## src/rtl/vec_control_seq_pkg.sv

```systemverilog
// Shared definitions for the vector control sequencer: opcode and ALU
// operation encodings plus the packed control bundle carried per beat.
package vec_control_seq_pkg;

    localparam int unsigned OPCODE_W = 5;
    localparam int unsigned ALUOP_W  = 4;

    // Opcodes
    localparam logic [OPCODE_W-1:0] OP_NOP  = 5'd0;
    localparam logic [OPCODE_W-1:0] OP_EOR  = 5'd2;
    localparam logic [OPCODE_W-1:0] OP_SUB  = 5'd3;
    localparam logic [OPCODE_W-1:0] OP_ADD  = 5'd4;
    localparam logic [OPCODE_W-1:0] OP_CMPJ = 5'd6;
    localparam logic [OPCODE_W-1:0] OP_LSL  = 5'd7;
    localparam logic [OPCODE_W-1:0] OP_LSRV = 5'd8;
    localparam logic [OPCODE_W-1:0] OP_RORV = 5'd9;
    localparam logic [OPCODE_W-1:0] OP_ROLV = 5'd10;
    localparam logic [OPCODE_W-1:0] OP_LDV  = 5'd12;
    localparam logic [OPCODE_W-1:0] OP_STV  = 5'd13;

    // ALU operation selects
    localparam logic [ALUOP_W-1:0] ALU_ADD = 4'b0000;
    localparam logic [ALUOP_W-1:0] ALU_SUB = 4'b0001;
    localparam logic [ALUOP_W-1:0] ALU_EOR = 4'b0010;
    localparam logic [ALUOP_W-1:0] ALU_LSL = 4'b0011;
    localparam logic [ALUOP_W-1:0] ALU_LSR = 4'b0100;
    localparam logic [ALUOP_W-1:0] ALU_ROR = 4'b0101;
    localparam logic [ALUOP_W-1:0] ALU_ROL = 4'b0110;

    // Control bundle, field order fixed for all consumers
    typedef struct packed {
        logic [ALUOP_W-1:0] aluop;
        logic               memread;
        logic               memtoreg;
        logic               memwrite;
        logic               regwrite;
        logic               jump;
        logic               illegal;
    } ctrl_t;

endpackage

```

## src/rtl/vec_control_seq_decode.sv

```systemverilog
// Combinational opcode decoder for the vector control sequencer.
// Ports:
//   opcode    - instruction opcode
//   ctrl      - decoded control bundle (illegal set for undefined opcodes)
//   multibeat - instruction spans all beats of a vector; else a single beat
module vec_control_seq_decode
    import vec_control_seq_pkg::*;
(
    input  logic [OPCODE_W-1:0] opcode,
    output ctrl_t               ctrl,
    output logic                multibeat
);

    // Opcode to control field table
    always_comb begin
        ctrl      = '0;
        multibeat = 1'b0;
        case (opcode)
            OP_NOP: begin
                ctrl.aluop = ALU_ADD;
            end
            OP_EOR: begin
                ctrl.aluop    = ALU_EOR;
                ctrl.regwrite = 1'b1;
                multibeat     = 1'b1;
            end
            OP_SUB: begin
                ctrl.aluop    = ALU_SUB;
                ctrl.regwrite = 1'b1;
                multibeat     = 1'b1;
            end
            OP_ADD: begin
                ctrl.aluop    = ALU_ADD;
                ctrl.regwrite = 1'b1;
                multibeat     = 1'b1;
            end
            OP_CMPJ: begin
                ctrl.aluop    = ALU_SUB;
                ctrl.regwrite = 1'b1;
                ctrl.jump     = 1'b1;
            end
            OP_LSL: begin
                ctrl.aluop    = ALU_LSL;
                ctrl.regwrite = 1'b1;
                multibeat     = 1'b1;
            end
            OP_LSRV: begin
                ctrl.aluop    = ALU_LSR;
                ctrl.regwrite = 1'b1;
                multibeat     = 1'b1;
            end
            OP_RORV: begin
                ctrl.aluop    = ALU_ROR;
                ctrl.regwrite = 1'b1;
                multibeat     = 1'b1;
            end
            OP_ROLV: begin
                ctrl.aluop    = ALU_ROL;
                ctrl.regwrite = 1'b1;
                multibeat     = 1'b1;
            end
            OP_LDV: begin
                ctrl.aluop    = ALU_ADD;
                ctrl.memread  = 1'b1;
                ctrl.memtoreg = 1'b1;
                ctrl.regwrite = 1'b1;
                multibeat     = 1'b1;
            end
            OP_STV: begin
                ctrl.aluop    = ALU_ADD;
                ctrl.memwrite = 1'b1;
                multibeat     = 1'b1;
            end
            default: begin
                ctrl.illegal = 1'b1;
            end
        endcase
    end

endmodule

```

## src/rtl/vec_control_seq.sv

```systemverilog
// Sequenced vector control unit: accepts one instruction per handshake and
// emits a registered control bundle per beat (VLEN/LANES beats for vector
// ops, one beat for scalar-class ops), with backpressure and flush.
// Ports:
//   clk, rst_n                    - clock, async active-low reset
//   in_valid/in_ready/in_opcode   - instruction handshake
//   flush                         - synchronous abort of current instruction
//   out_valid/out_ready           - bundle handshake
//   out_aluop..out_jump           - control fields, constant per instruction
//   out_beat/out_elem/out_last    - beat index, first element, final beat
//   out_illegal                   - undefined opcode
module vec_control_seq
    import vec_control_seq_pkg::*;
#(
    parameter  int unsigned VLEN  = 8,
    parameter  int unsigned LANES = 2,
    localparam int unsigned BEATS = VLEN / LANES,
    localparam int unsigned BW    = (BEATS > 1) ? $clog2(BEATS) : 1,
    localparam int unsigned EW    = $clog2(VLEN) + 1
) (
    input  logic                clk,
    input  logic                rst_n,
    input  logic                in_valid,
    output logic                in_ready,
    input  logic [OPCODE_W-1:0] in_opcode,
    input  logic                flush,
    output logic                out_valid,
    input  logic                out_ready,
    output logic [ALUOP_W-1:0]  out_aluop,
    output logic                out_memread,
    output logic                out_memwrite,
    output logic                out_memtoreg,
    output logic                out_regwrite,
    output logic                out_jump,
    output logic [BW-1:0]       out_beat,
    output logic [EW-1:0]       out_elem,
    output logic                out_last,
    output logic                out_illegal
);

    localparam logic [0:0] ST_IDLE = 1'b0;
    localparam logic [0:0] ST_BUSY = 1'b1;

    logic [0:0]    state_q, state_d;
    ctrl_t         ctrl_q, ctrl_d;
    logic [BW-1:0] beat_q, beat_d;
    logic [EW-1:0] elem_q, elem_d;
    logic          last_q, last_d;

    ctrl_t         dec_ctrl;
    logic          dec_multi;
    logic          advance;
    logic          accept;
    logic [BW-1:0] beat_inc;

    vec_control_seq_decode u_decode (
        .opcode    (in_opcode),
        .ctrl      (dec_ctrl),
        .multibeat (dec_multi)
    );

    assign out_valid = (state_q == ST_BUSY);
    assign advance   = out_valid && out_ready;
    // Ready also while the final beat drains, so back-to-back issue has no bubble
    assign in_ready  = !flush && ((state_q == ST_IDLE) || (advance && last_q));
    assign accept    = in_valid && in_ready;
    assign beat_inc  = beat_q + BW'(1);

    // Next-state: flush > new instruction > beat advance > hold
    always_comb begin
        state_d = state_q;
        ctrl_d  = ctrl_q;
        beat_d  = beat_q;
        elem_d  = elem_q;
        last_d  = last_q;
        if (flush) begin
            state_d = ST_IDLE;
            ctrl_d  = '0;
            beat_d  = '0;
            elem_d  = '0;
            last_d  = 1'b0;
        end else if (accept) begin
            state_d = ST_BUSY;
            ctrl_d  = dec_ctrl;
            beat_d  = '0;
            elem_d  = '0;
            last_d  = !dec_multi || (BEATS == 1);
        end else if (advance) begin
            if (last_q) begin
                state_d = ST_IDLE;
                ctrl_d  = '0;
                beat_d  = '0;
                elem_d  = '0;
                last_d  = 1'b0;
            end else begin
                beat_d = beat_inc;
                elem_d = EW'(beat_inc) * EW'(LANES);
                last_d = (beat_inc == BW'(BEATS - 1));
            end
        end
    end

    // State and bundle registers
    always_ff @(posedge clk or negedge rst_n) begin
        if (!rst_n) begin
            state_q <= ST_IDLE;
            ctrl_q  <= '0;
            beat_q  <= '0;
            elem_q  <= '0;
            last_q  <= 1'b0;
        end else begin
            state_q <= state_d;
            ctrl_q  <= ctrl_d;
            beat_q  <= beat_d;
            elem_q  <= elem_d;
            last_q  <= last_d;
        end
    end

    assign out_aluop    = ctrl_q.aluop;
    assign out_memread  = ctrl_q.memread;
    assign out_memwrite = ctrl_q.memwrite;
    assign out_memtoreg = ctrl_q.memtoreg;
    assign out_regwrite = ctrl_q.regwrite;
    assign out_jump     = ctrl_q.jump;
    assign out_illegal  = ctrl_q.illegal;
    assign out_beat     = (BEATS == 1) ? '0 : beat_q;
    assign out_elem     = elem_q;
    assign out_last     = last_q;

endmodule

```

## config.mk

```make
export PLATFORM = sky130hd
export DESIGN_NAME = vec_control_seq
export DESIGN_NICKNAME = d
export VERILOG_FILES = /design/src/rtl/vec_control_seq_pkg.sv /design/src/rtl/vec_control_seq_decode.sv /design/src/rtl/vec_control_seq.sv
export SDC_FILE = /design/constraint.sdc
export NUM_CORES = 1
export LEC_CHECK = 0
export ABC_AREA = 1
export CAP_MARGIN = 20
export CORE_MARGIN = 2
export CORE_UTILIZATION = 49
export CTS_BUF_LIST = sky130_fd_sc_hd__clkbuf_4 sky130_fd_sc_hd__clkbuf_8
export DETAILED_ROUTE_END_ITERATION = 10
export PLACE_DENSITY = 0.87
export SYNTH_ARGS = -nofsm -noshare
export SYNTH_HDL_FRONTEND = slang
export SYNTH_SLANG_ARGS = --single-unit
```

## constraint.sdc

```tcl
create_clock -name clk -period 2.92 [get_ports clk]
set_input_delay 0.876 -clock clk [delete_from_list [all_inputs] [get_ports clk]]
set_output_delay 0.876 -clock clk [all_outputs]
set_load 0.05 [all_outputs]
```

# Word level (Yosys, flattened, before mapping)
# Cells that the tools add are included.
# totals
regBits	18
inputBits	10
out_inout_bits	19
wordCells	66
# op_classes
add_sub_neg	1
eq_ne	11
mux	27
bitwise_logic	1
n_reduce_logical	15
# op_table
op	n
10-bit 2-to-1 mux	4
5-bit by 4-bit == test with 1-bit output, second input constant	5
3-bit case mux with 6 select lines	1
9-bit OR reduction	2
5-bit by 3-bit == test with 1-bit output, second input constant	3
1-bit 2-to-1 mux	13
4-bit 2-to-1 mux	3
11-bit OR reduction	1
5-bit by 2-bit == test with 1-bit output, second input constant	2
2-bit 2-to-1 mux	5
3-bit nonzero test	2
5-bit logical NOT	1
1-bit logical AND	4
3-bit 2-to-1 mux	1
2-bit by 1-bit adder with 2-bit output, second input constant	1
2-bit == test, second input constant	1
1-bit logical NOT	2
2-bit AND reduction	1
2-bit OR reduction	1
1-bit logical OR	1
1-bit inverter	1

# Longest topological paths before layout
# logic_depth
ltp_word	7
depth_mapped	8
depth_no_buf	8

# Cells and area by module
# Synthesis repeated with hierarchy kept, for this count alone.
# hier_totals
cells_unflattened	132
area_unflattened_um2	973.4
# by_module_without_submodules
mod	instances	cells_each	area_each_um2	seq_area_each_um2
vec_control_seq	1	82	730.7	350.3
vec_control_seq_decode	1	50	242.7	0.0

# Worst setup path before layout
# OpenSTA, ideal clock, no wires.
# synth_timing
path_type	input to output
start	in out_ready
end	out in_ready
arrival_time_ns	1.731
t_required_ns	2.044
path_slack_ns	0.313
cell_stages	4
path_buffers	0
cell_sequence	nand2_1 > nand2_2 > inv_1 > nor2_1
# synth_between
elab_chain_cells	4
# synth_lines
item	line	rtl
from (decl)	vec_control_seq.sv:28	input logic out_ready,
1-bit logical AND	vec_control_seq.sv:63	assign advance = out_valid && out_ready;
1-bit logical AND	vec_control_seq.sv:65	assign in_ready = !flush && ((state_q == ST_IDLE) || (advance && last_q));
1-bit logical OR	vec_control_seq.sv:65	
1-bit logical AND	vec_control_seq.sv:65	
to (decl)	vec_control_seq.sv:24	output logic in_ready,
# Every way passes these cells.

# Worst setup path after layout
# Ends and elaborated chain as after synthesis.

==> qor.yml <==
status: "completed"
die_w_um: 45.3
crit_arrival_ns: 1.98
worstReg2RegEnd: "out_illegal"
htree_levels: 1
synthAdderAreaFrac: 0.0150
synth_area_sq_um: 836
global_route.usage.total: 0.196
min_path_type: "reg -> reg"
core_area_sq_um: 1560
place_ws_ns: 0.0142
antenna_cells: 0
met3_usage: 0.0280
grt_max_degree: 18
dieArea_sq_um: 2050
synth_ff_type: "dfrtp_1"
fin_crit_ns: 2.85
synth_top_cell_by_area: "dfrtp_1"
yosysMostFrequentCell: "nand2_1"
power_per_cell_area_nw_per_um2: 408
drive_above_1_share: 0.202
insertion_delay_ns: 0.28
setup_viol: 0
initialDrtViolationCount: 9
hold_viol: 0
final.setup_skew_ns: 0.00729
synth-seq-cells: 12
postCtsResizedCells: 0
crit_path_end: "in_ready"
cts-root-buf: "clkbuf_4"
peakVddDrop_mv: 0.168
grt_busiest_layer: "met2"
synth-xor-area-share: 0
ys_top_cells_by_count: "nand2_1, dfrtp_1, nor2_1"
reg2reg_from: "out_last"
io_pins: 29
drv_slew: 0
num_vias: 797
hpwlAfterDp_um: 1450
yosys-top-cells-area: "dfrtp_1, nand2_1, o2111ai_1, buf_4, nand3_1"
fin_crit_sh: 0.976
numCtsBuffers: 3
synth_top_family_by_area: "simple AND/OR/NAND/NOR gates"
grt_setup_unrepaired: "false"
antenna_found_initial: 0
leakage_nw: 0.506
wl_per_cell_um: 12.8
clkTransAtPathRegs_ns: 0.07
setup_tns_ns: 0
ys_seq_area_frac: 0.359
hold_start: "out_beat[0]"
postCtsSetupBuffers: 0
routed_wl_um: 1860
use_met2: 0.351
critical_path_required_ns: 2.04
syn_inst: 106
use_met1: 0.237
die_h_um: 45.3
maxCapViolCount: 0
crit_path_start: "out_ready"
endpoint_kind: "output port"
grt_pass1_vias: 698
gr-total-overflow: 0
io_buffer_count: 25
firstDrtPassIters: 4
cts_tree: "built"
synthMuxAreaShare: 0
syn_area_per_cell_sq_um: 7.88
slew_headroom: 0.646
crit_path_max_fanout: 4
antenna_left: 0
viasPerCell: 5.50
start_util: 0.536
r2r_cells: 6
drc: 0
regToRegSetupSlack_ns: 1.76
cts.sinks: 12
final_net_count: 141
grt_pass1_wl_um: 2960
crit_path_start_kind: "primary input"
synthArstFlopShare: 1.00
syn2layout_area_growth_pct: 31.9
synth_edf_count: 0
critical_path_class: "in -> out"
worst_slew_pin_slew_ns: 0.529
fin_cells: 145
clockBufferDepth: 2
synthSimpleGateAreaFrac: 0.352
yosysTopAreaCellShare: 0.359
dp_cells: 141
postCtsHoldBufs: 0
yosysWarnings: 0
row_count: 14
timing.fmax_ghz: 0.351
synth.distinct_cells: 22
fillers: 128
synth_compound_area_frac: 0.144
worst_slack_ns: 0.0689
gp_congestion: 0.764
## metrics by stage
step                       util  total power [W]  area [sq um]  hold WS, ns
after floorplan               -         0.000272           843        0.580
after global placement    0.682         0.000314          1060        0.506
after detailed placement  0.682         0.000319          1060        0.510
after CTS                 0.705         0.000450          1100        0.520
after global routing      0.707         0.000466          1100        0.542
final                     0.707         0.000449          1100        0.517
## worst min-delay path by stage
stage / end / slack (ns) / cells after the start
6_report: out_beat[0] / 0.52 / 1
5_1_grt: out_beat[0] / 0.54 / 1
4_1_cts: out_beat[0] / 0.52 / 1
3_5_place_dp: out_beat[0] / 0.51 / 1
3_3_place_gp: out_beat[0] / 0.51 / 1
2_1_floorplan: out_aluop[0] / 0.58 / 0
## flip-flops by register name, summed over array words and instances, names as in the netlist
register and cells:
out_valid 1, out_beat 2, out_aluop 3, out_memread 1
out_jump 1, out_memwrite 1, out_illegal 1, out_last 1
out_regwrite 1
## metal layers
layer  vias up  share of wire
met2        29           0.51
met4         0          0.015
li1        404              -
met1       360           0.43
met5         -              0
met3         4          0.047
## report_power, final
group          total, W  internal [W]  switching [W]  leakage [nW]
combinational  0.000137     0.0000431      0.0000937         0.321
clock          0.000134     0.0000758      0.0000577        0.0210
sequential     0.000179      0.000173     0.00000597         0.163
total          0.000449      0.000292       0.000157         0.506
## critical path, stage by stage
cell             delay (ns)
clkdlybuf4s50_1        0.53
nand2_1                0.09
nand2_2                0.10
inv_1                  0.07
nor2_2                 0.14
buf_12                 0.15
## cell usage in the layout, fill, tap and decap left out
cell type        instances
clkdlybuf4s50_1         24
nand2_1                 20
dfrtp_1                 12
nor2_1                   9
nand3_1                  8
o2111ai_1                8
inv_1                    6
inv_2                    5
o21ai_1                  5
nand2_2                  4
nor2_2                   4
nand3_2                  4
conb_1                   3
clkbuf_4                 3
nor2_4                   2
nand4_1                  2
a21oi_1                  2
nand3_4                  1
a21oi_2                  1
o22ai_1                  1
clkinv_1                 1
nor3_1                   1
ha_1                     1
clkbuf_8                 1
buf_12                   1
## area by class of cell
class	instances	area, sq um	share of cell area
clock buffer	4	36.3	0.0329
inverter	12	45.0	0.0409
multi-input combinational	76	440	0.400
sequential	12	300	0.272
tap	16	20.0	0.0182
timing repair buffer	25	260	0.236
## kinds of logic (layout without fill, tap and decap cells)
family,Yosys count,after routing
fa+ha+maj,1,1
other cells,1,3
flops,12,12
buf+inv,20,41
compound gates,17,17
simple gates,55,55
Note: power is estimated with default switching activity, not from simulation.
